<file path="src/rtl/uart_rx_pkg.sv">
// Shared types and elaboration helpers for the oversampling UART receiver.
package uart_rx_pkg;

    typedef enum logic [2:0] {
        StIdle,
        StStart,
        StData,
        StParity,
        StStop,
        StBrkWait
    } rx_state_t;

    // Clocks per oversample tick; never below one so the divider always advances.
    function automatic int unsigned calc_div(input int unsigned clk_freq,
                                             input int unsigned baud_rate,
                                             input int unsigned oversample);
        int unsigned d;
        d = clk_freq / (baud_rate * oversample);
        return (d == 0) ? 1 : d;
    endfunction

    function automatic logic majority3(input logic a, input logic b, input logic c);
        return (a & b) | (a & c) | (b & c);
    endfunction

endpackage

</file>
<file path="src/rtl/uart_sync_fifo.sv">
// Synchronous first-word fall-through FIFO; a pop frees room for a same-cycle push when full.
module uart_sync_fifo #(
    parameter int unsigned WIDTH = 8,
    parameter int unsigned DEPTH = 8
) (
    input  logic                   clk,
    input  logic                   reset,
    input  logic                   push,
    input  logic [WIDTH-1:0]       push_data,
    output logic                   full,
    input  logic                   pop,
    output logic [WIDTH-1:0]       pop_data,
    output logic                   empty,
    output logic [$clog2(DEPTH):0] count
);

    localparam int unsigned PtrW = $clog2(DEPTH);
    localparam int unsigned CntW = PtrW + 1;

    logic [WIDTH-1:0] mem_q [DEPTH];
    logic [PtrW-1:0]  wr_ptr_q, rd_ptr_q;
    logic [CntW-1:0]  count_q, count_d;
    logic             do_push, do_pop;

    assign empty   = (count_q == '0);
    assign full    = (count_q == CntW'(DEPTH));
    assign do_pop  = pop & ~empty;
    assign do_push = push & (~full | do_pop);
    assign count   = count_q;

    // Masked so the output reads zero whenever nothing is held.
    assign pop_data = empty ? '0 : mem_q[rd_ptr_q];

    always_comb begin
        count_d = count_q;
        if (do_push && !do_pop) begin
            count_d = count_q + 1'b1;
        end else if (do_pop && !do_push) begin
            count_d = count_q - 1'b1;
        end
    end

    always_ff @(posedge clk) begin
        if (reset) begin
            wr_ptr_q <= '0;
            rd_ptr_q <= '0;
            count_q  <= '0;
        end else begin
            if (do_push) wr_ptr_q <= wr_ptr_q + 1'b1;
            if (do_pop)  rd_ptr_q <= rd_ptr_q + 1'b1;
            count_q <= count_d;
        end
    end

    always_ff @(posedge clk) begin
        if (do_push) mem_q[wr_ptr_q] <= push_data;
    end

endmodule

</file>
<file path="src/rtl/uart_rx_fifo.sv">
// Oversampling 8N1/parity UART receiver feeding a FWFT byte FIFO on a valid/ready stream.
// Line errors are reported as single-cycle pulses aligned to the stop-bit decision.
module uart_rx_fifo
    import uart_rx_pkg::*;
#(
    parameter int unsigned DATA_WIDTH = 8,
    parameter int unsigned BAUD_RATE  = 115_200,
    parameter int unsigned CLK_FREQ   = 50_000_000,
    parameter int unsigned OVERSAMPLE = 16,
    parameter int unsigned FIFO_DEPTH = 8,
    parameter int unsigned PARITY_EN  = 0,
    parameter int unsigned PARITY_ODD = 0
) (
    input  logic                        clk,
    input  logic                        reset,
    input  logic                        ena,
    input  logic                        rx,
    output logic [DATA_WIDTH-1:0]       m_data,
    output logic                        m_valid,
    input  logic                        m_ready,
    output logic [$clog2(FIFO_DEPTH):0] fifo_count,
    output logic                        frame_err,
    output logic                        parity_err,
    output logic                        overrun,
    output logic                        break_det
);

    localparam int unsigned DIV  = calc_div(CLK_FREQ, BAUD_RATE, OVERSAMPLE);
    localparam int unsigned DivW = (DIV > 1) ? $clog2(DIV) : 1;
    localparam int unsigned SmpW = $clog2(OVERSAMPLE);
    localparam int unsigned BitW = $clog2(DATA_WIDTH);
    localparam int unsigned SmpA = OVERSAMPLE / 2 - 1;
    localparam int unsigned SmpB = OVERSAMPLE / 2;
    localparam int unsigned SmpC = OVERSAMPLE / 2 + 1;
    localparam bit          ParEn  = (PARITY_EN != 0);
    localparam logic        ParOdd = (PARITY_ODD != 0);

    logic                  rx_meta_q, rx_s_q, rx_prev_q;
    logic [DivW-1:0]       div_cnt_q, div_cnt_d;
    logic [SmpW-1:0]       smp_cnt_q, smp_cnt_d;
    logic                  s0_q, s1_q;
    rx_state_t             state_q, state_d;
    logic [DATA_WIDTH-1:0] shift_q, shift_d;
    logic [BitW-1:0]       bit_cnt_q, bit_cnt_d;
    logic                  par_err_q, par_err_d;
    logic                  push_q, push_d;
    logic                  frame_err_q, frame_err_d;
    logic                  parity_err_q, parity_err_d;
    logic                  break_q, break_d;
    logic                  overrun_q;
    logic                  tick, decide, bit_val, fall;
    logic                  fifo_full, fifo_empty;

    assign tick    = ena && (div_cnt_q == DivW'(DIV - 1));
    assign decide  = tick && (smp_cnt_q == SmpW'(SmpC));
    assign bit_val = majority3(s0_q, s1_q, rx_s_q);
    assign fall    = rx_prev_q & ~rx_s_q;

    always_comb begin
        div_cnt_d    = div_cnt_q;
        smp_cnt_d    = smp_cnt_q;
        state_d      = state_q;
        shift_d      = shift_q;
        bit_cnt_d    = bit_cnt_q;
        par_err_d    = par_err_q;
        push_d       = 1'b0;
        frame_err_d  = 1'b0;
        parity_err_d = 1'b0;
        break_d      = 1'b0;
        if (!ena) begin
            div_cnt_d = '0;
            smp_cnt_d = '0;
            state_d   = StIdle;
        end else begin
            div_cnt_d = tick ? '0 : div_cnt_q + 1'b1;
            if (tick) begin
                smp_cnt_d = (smp_cnt_q == SmpW'(OVERSAMPLE - 1)) ? '0 : smp_cnt_q + 1'b1;
            end
            case (state_q)
                StIdle: begin
                    if (fall) begin
                        state_d   = StStart;
                        div_cnt_d = '0;
                        smp_cnt_d = '0;
                    end
                end
                StStart: begin
                    if (decide) begin
                        state_d   = bit_val ? StIdle : StData;
                        bit_cnt_d = '0;
                        par_err_d = 1'b0;
                    end
                end
                StData: begin
                    if (decide) begin
                        shift_d   = {bit_val, shift_q[DATA_WIDTH-1:1]};
                        bit_cnt_d = bit_cnt_q + 1'b1;
                        if (bit_cnt_q == BitW'(DATA_WIDTH - 1)) begin
                            state_d = ParEn ? StParity : StStop;
                        end
                    end
                end
                StParity: begin
                    if (decide) begin
                        par_err_d = bit_val != ((^shift_q) ^ ParOdd);
                        state_d   = StStop;
                    end
                end
                StStop: begin
                    // Decided mid stop bit so a back-to-back start edge is not missed.
                    if (decide) begin
                        parity_err_d = par_err_q;
                        if (bit_val) begin
                            push_d  = 1'b1;
                            state_d = StIdle;
                        end else begin
                            frame_err_d = 1'b1;
                            if (shift_q == '0) begin
                                break_d = 1'b1;
                                state_d = StBrkWait;
                            end else begin
                                state_d = StIdle;
                            end
                        end
                    end
                end
                StBrkWait: begin
                    if (rx_s_q) state_d = StIdle;
                end
                default: state_d = StIdle;
            endcase
        end
    end

    always_ff @(posedge clk) begin
        if (reset) begin
            rx_meta_q    <= 1'b1;
            rx_s_q       <= 1'b1;
            rx_prev_q    <= 1'b1;
            div_cnt_q    <= '0;
            smp_cnt_q    <= '0;
            s0_q         <= 1'b1;
            s1_q         <= 1'b1;
            state_q      <= StIdle;
            shift_q      <= '0;
            bit_cnt_q    <= '0;
            par_err_q    <= 1'b0;
            push_q       <= 1'b0;
            frame_err_q  <= 1'b0;
            parity_err_q <= 1'b0;
            break_q      <= 1'b0;
            overrun_q    <= 1'b0;
        end else begin
            rx_meta_q    <= rx;
            rx_s_q       <= rx_meta_q;
            rx_prev_q    <= rx_s_q;
            div_cnt_q    <= div_cnt_d;
            smp_cnt_q    <= smp_cnt_d;
            if (tick && smp_cnt_q == SmpW'(SmpA)) s0_q <= rx_s_q;
            if (tick && smp_cnt_q == SmpW'(SmpB)) s1_q <= rx_s_q;
            state_q      <= state_d;
            shift_q      <= shift_d;
            bit_cnt_q    <= bit_cnt_d;
            par_err_q    <= par_err_d;
            push_q       <= push_d;
            frame_err_q  <= frame_err_d;
            parity_err_q <= parity_err_d;
            break_q      <= break_d;
            overrun_q    <= push_q & fifo_full & ~(m_ready & m_valid);
        end
    end

    // shift_q is untouched until the next frame's data bits, so it is still the byte here.
    uart_sync_fifo #(
        .WIDTH (DATA_WIDTH),
        .DEPTH (FIFO_DEPTH)
    ) u_fifo (
        .clk       (clk),
        .reset     (reset),
        .push      (push_q),
        .push_data (shift_q),
        .full      (fifo_full),
        .pop       (m_ready),
        .pop_data  (m_data),
        .empty     (fifo_empty),
        .count     (fifo_count)
    );

    assign m_valid    = ~fifo_empty;
    assign frame_err  = frame_err_q;
    assign parity_err = parity_err_q;
    assign overrun    = overrun_q;
    assign break_det  = break_q;

endmodule

</file>
<file path="config.mk">
export PLATFORM = sky130hd
export DESIGN_NAME = uart_rx_fifo
export DESIGN_NICKNAME = d
export VERILOG_FILES = /design/src/rtl/uart_rx_pkg.sv /design/src/rtl/uart_sync_fifo.sv /design/src/rtl/uart_rx_fifo.sv
export SDC_FILE = /design/constraint.sdc
export NUM_CORES = 1
export LEC_CHECK = 0
export CAP_MARGIN = 20
export CELL_PAD_IN_SITES_DETAIL_PLACEMENT = 0
export CELL_PAD_IN_SITES_GLOBAL_PLACEMENT = 1
export CORE_ASPECT_RATIO = 1.2
export CORE_MARGIN = 1
export CORE_UTILIZATION = 41
export DETAILED_ROUTE_END_ITERATION = 16
export DONT_BUFFER_PORTS = 1
export MAX_ROUTING_LAYER = met4
export PLACE_DENSITY = 0.74
export SKIP_LAST_GASP = 1
export SLEW_MARGIN = 20
export SYNTH_ARGS = -nofsm -noshare
export SYNTH_HDL_FRONTEND = slang
export SYNTH_SLANG_ARGS = --single-unit
</file>
<file path="constraint.sdc">
create_clock -name clk -period 3.16 [get_ports clk]
set_input_delay 0.632 -clock clk [delete_from_list [all_inputs] [get_ports clk]]
set_output_delay 0.632 -clock clk [all_outputs]
set_load 0.02 [all_outputs]
</file>
==> results.yml, run 1 <==
timing:
  hold_viol: 0
  tightest_slew_ns: 0.763
  max_freq_ghz: 0.372
  period_share_pct: 85.0
  relSlewSlack_pct: 48.9
  slew_viol_final: 0
  setup_viol: 0
  setup_ws_ns: 0.474
  fin_crit_ns: 2.69
  setup-tns-final_ns: 0
  rsz0062_at_grt: "false"
  fin_worst_skew_ns: 0.00850
clock_tree:
  clock_latency_ns: 0.35
  cts_tree: "built"
  cts.htree.levels: 3
  hold_buffers: 0
  clockBufferDepth: 2
  postCtsSetupBuffers: 0
  clkSinkCount: 111
  cts_made_buffers: 9
  cts_root_buffer: "clkbuf_16"
  cts_resized: 0
  clk_pin_slew_worst_paths_ns: 0.07
worst_hold_path:
  whs_path_depth: 1
  hold_path_startpoint: "reset"
  min_path_type: "primary input to flop"
  hold_end: "par_err_q"
global_route:
  grt-ovfl-total: 0
  antenna_found_initial: 0
  grt_use_total_pct: 14.1
  grt_max_degree: 32
  grt_pass1_vias: 2497
  grt_pass1_wl_mm: 12.3
synth:
  ys_warn_count: 0
  synth_area_um2: 4640
  synthArstFlopShare_pct: 0
  post_synth_num_cell_types: 45
  synth-edff-count: 64
  syn-instance-count: 340
  syn_nets: 362
  ys.flop_type: "edfxtp_1"
  synth_seq_area_share_pct: 61.7
  syn_avg_cell_area_um2: 13.6
  synth.ff_latch_count: 111
detailed_routing:
  ant_nets: 0
  drc: 0
  via_per_inst: 5.17
  wl_per_cell_um: 15.2
  drt_first_iter_violations: 62
  wl_mm: 7.38
  routed-via-count: 2509
  detail_route.first_pass.iterations: 4
floorplanning:
  die_y_um: 119
  die_width_um: 99.1
  die_area_um2: 11700
  ios: 22
  core-area_um2: 11000
  start_util_pct: 42.0
  num_rows: 42
finish:
  drive_gt1_share_pct: 14.7
  antenna_cells: 0
  fill_cells: 984
  area_growth_pct: 9.93
  final_net_count: 370
power:
  power.leakage_uw: 0.00170
  power_density_nw_per_um2: 636
  ir_drop_mv: 0.282
worst_setup_path:
  rrSetupSlack_ns: 0.47
  worst_ep_required_time_ns: 3.44
  reg2reg_from: "u_fifo.count[0]"
  path_max_fanout: 6
  worst_setup_path_end_kind: "flop"
  cp-start-kind: "flop"
  timing.rr.end: "u_fifo.count[3]"
  cp.arrival_ns: 2.96
  r2r_cells: 11
  critPathKind: "flop to flop"
placement:
  port_buffers: 0
  dp_hpwl_mm: 5.15
  place_ws_ns: 0.493
  routabilityCongestion: 0.763
flow_run:
  drv_cap: 0
outcome:
  status: "finished, final reports clean"
==> area by class of cell <==
cell class / count / area [µm²] / share of cell area [%]
clock buffers: 10 / 239 / 4.69
clock inverters: 6 / 52.6 / 1.03
inverters: 18 / 67.6 / 1.33
multi-input cells: 200 / 1650 / 32.4
flip-flops and latches: 111 / 2860 / 56.1
well taps: 132 / 165 / 3.24
repair buffers: 8 / 60.1 / 1.18
==> per-stage QoR <==
stage                     hold slack (ns)  instance area, µm²  instances  total power [µW]  util, %
after floorplan                     0.389                4640        340              2110        -
after global placement              0.392                4810        469              2190     43.6
after detailed placement            0.395                4810        469              2200     43.6
after CTS                           0.329                5100        485              3290     46.2
after global routing                0.333                5100        485              3390     46.2
final                               0.344                5100        485              3240     46.2
==> per-layer routing <==
layer	track usage [%]	routed length, µm	up-vias
met3	3.49	194	9
met1	15.8	3270	1222
met4	5.51	116	0
li1	-	-	1254
met5	-	0	-
met2	24.3	3800	24
==> logic make-up after synthesis <==
family | count (synthesis) | synth area share [%]
XOR/XNOR | 16 | 3.02
adder cells (fa/ha/maj) | 18 | 4.99
AND/OR/NAND/NOR | 103 | 11.3
AO/OA/AOI/OAI | 26 | 3.99
multiplexers | 37 | 12.3
buffers and inverters | 29 | 2.67
flip-flops | 111 | 61.7
==> sequential cells by signal (all words and copies together), names as in the netlist, 3 cells and up, named ones only <==
| register | count |
|---|---|
| bit_cnt_q | 3 |
| div_cnt_q | 5 |
| shift_q | 8 |
| smp_cnt_q | 4 |
| state_q | 3 |
| u_fifo.count | 4 |
| u_fifo.mem_q | 64 |
| u_fifo.rd_ptr_q | 3 |
| u_fifo.wr_ptr_q | 3 |
==> cells in the final DEF (no fill, tap or decap), types with 2 or more instances in the layout <==
cell	count
nor2_1	49
or4_1	2
mux2i_1	21
and4_1	2
inv_8	2
dfxtp_1	47
or2_2	3
clkbuf_16	9
nand3_1	6
clkinv_4	2
a22oi_1	2
inv_1	17
o21ai_0	3
nand2b_1	9
xnor2_1	8
buf_4	8
nor2b_1	2
a21o_1	2
nor3_1	6
mux4_2	16
xor2_1	8
a21oi_1	13
nand2_1	10
nand4_1	2
ha_1	16
edfxtp_1	64
or3_1	4
==> power breakdown <==
| part | switching (µW) | total (µW) | internal, µW | leakage, µW |
|---|---|---|---|---|
| Combinational | 323 | 559 | 236 | 0.000585 |
| Sequential | 57.9 | 1600 | 1540 | 0.000973 |
| Clock | 516 | 1080 | 569 | 0.000142 |
==> Yosys cell counts, types with 2 or more instances <==
cell      number  area share, %
mux4_2        16            7.8
mux2i_1       21            4.5
a21oi_1       13            1.4
or4_1          2           0.32
inv_1         17            1.4
nor2b_1        2           0.27
nand2_1       10           0.81
or3_1          4           0.54
nor3_1         6           0.65
or2_2          3           0.40
nand2b_1       9            1.2
o21ai_0        3           0.32
ha_1          16            4.3
a22oi_1        2           0.32
xor2_1         8            1.5
xnor2_1        8            1.5
and4_1         2           0.38
nand4_1        2           0.27
buf_2          3           0.32
dfxtp_1       47             20
nand3_1        6           0.65
clkbuf_1       5           0.40
nor2_1        49            4.0
a21o_1         2           0.32
edfxtp_1      64             41
==> worst max-delay path: stages (launching register included) <==
cell and delay, ns:
dfxtp_1 0.46, nor4_4 0.34, inv_1 0.19, nand2_1 0.16, ha_1 0.21, inv_1 0.10
ha_1 0.28, a21o_1 0.18, a21oi_1 0.17, xnor2_1 0.09, or3_1 0.31, a21oi_1 0.14
==> how the worst max path moves through the flow <==
stage	startpoint	to	slack, ns	cells after the start
2_1_floorplan	u_fifo.count[0]	u_fifo.count[3]	0.44	11
3_3_place_gp	u_fifo.count[0]	u_fifo.count[3]	0.54	11
3_5_place_dp	u_fifo.count[0]	u_fifo.count[3]	0.49	11
4_1_cts	u_fifo.count[0]	u_fifo.count[3]	0.46	11
5_1_grt	u_fifo.count[0]	u_fifo.count[3]	0.23	11
6_report	u_fifo.count[0]	u_fifo.count[3]	0.47	11
Power figures use the tool's default switching activity.
==> run 2: changes to the inputs <==
--- a/config.mk
+++ b/config.mk
@@ -13,6 +13,7 @@
 export CORE_UTILIZATION = 41
 export DETAILED_ROUTE_END_ITERATION = 16
 export DONT_BUFFER_PORTS = 1
+export HOLD_SLACK_MARGIN = 0.08
 export MAX_ROUTING_LAYER = met4
 export PLACE_DENSITY = 0.74
 export SKIP_LAST_GASP = 1
==> results of run 2 <==
The final DEF is identical to that of run 1; final timing and power are the same.
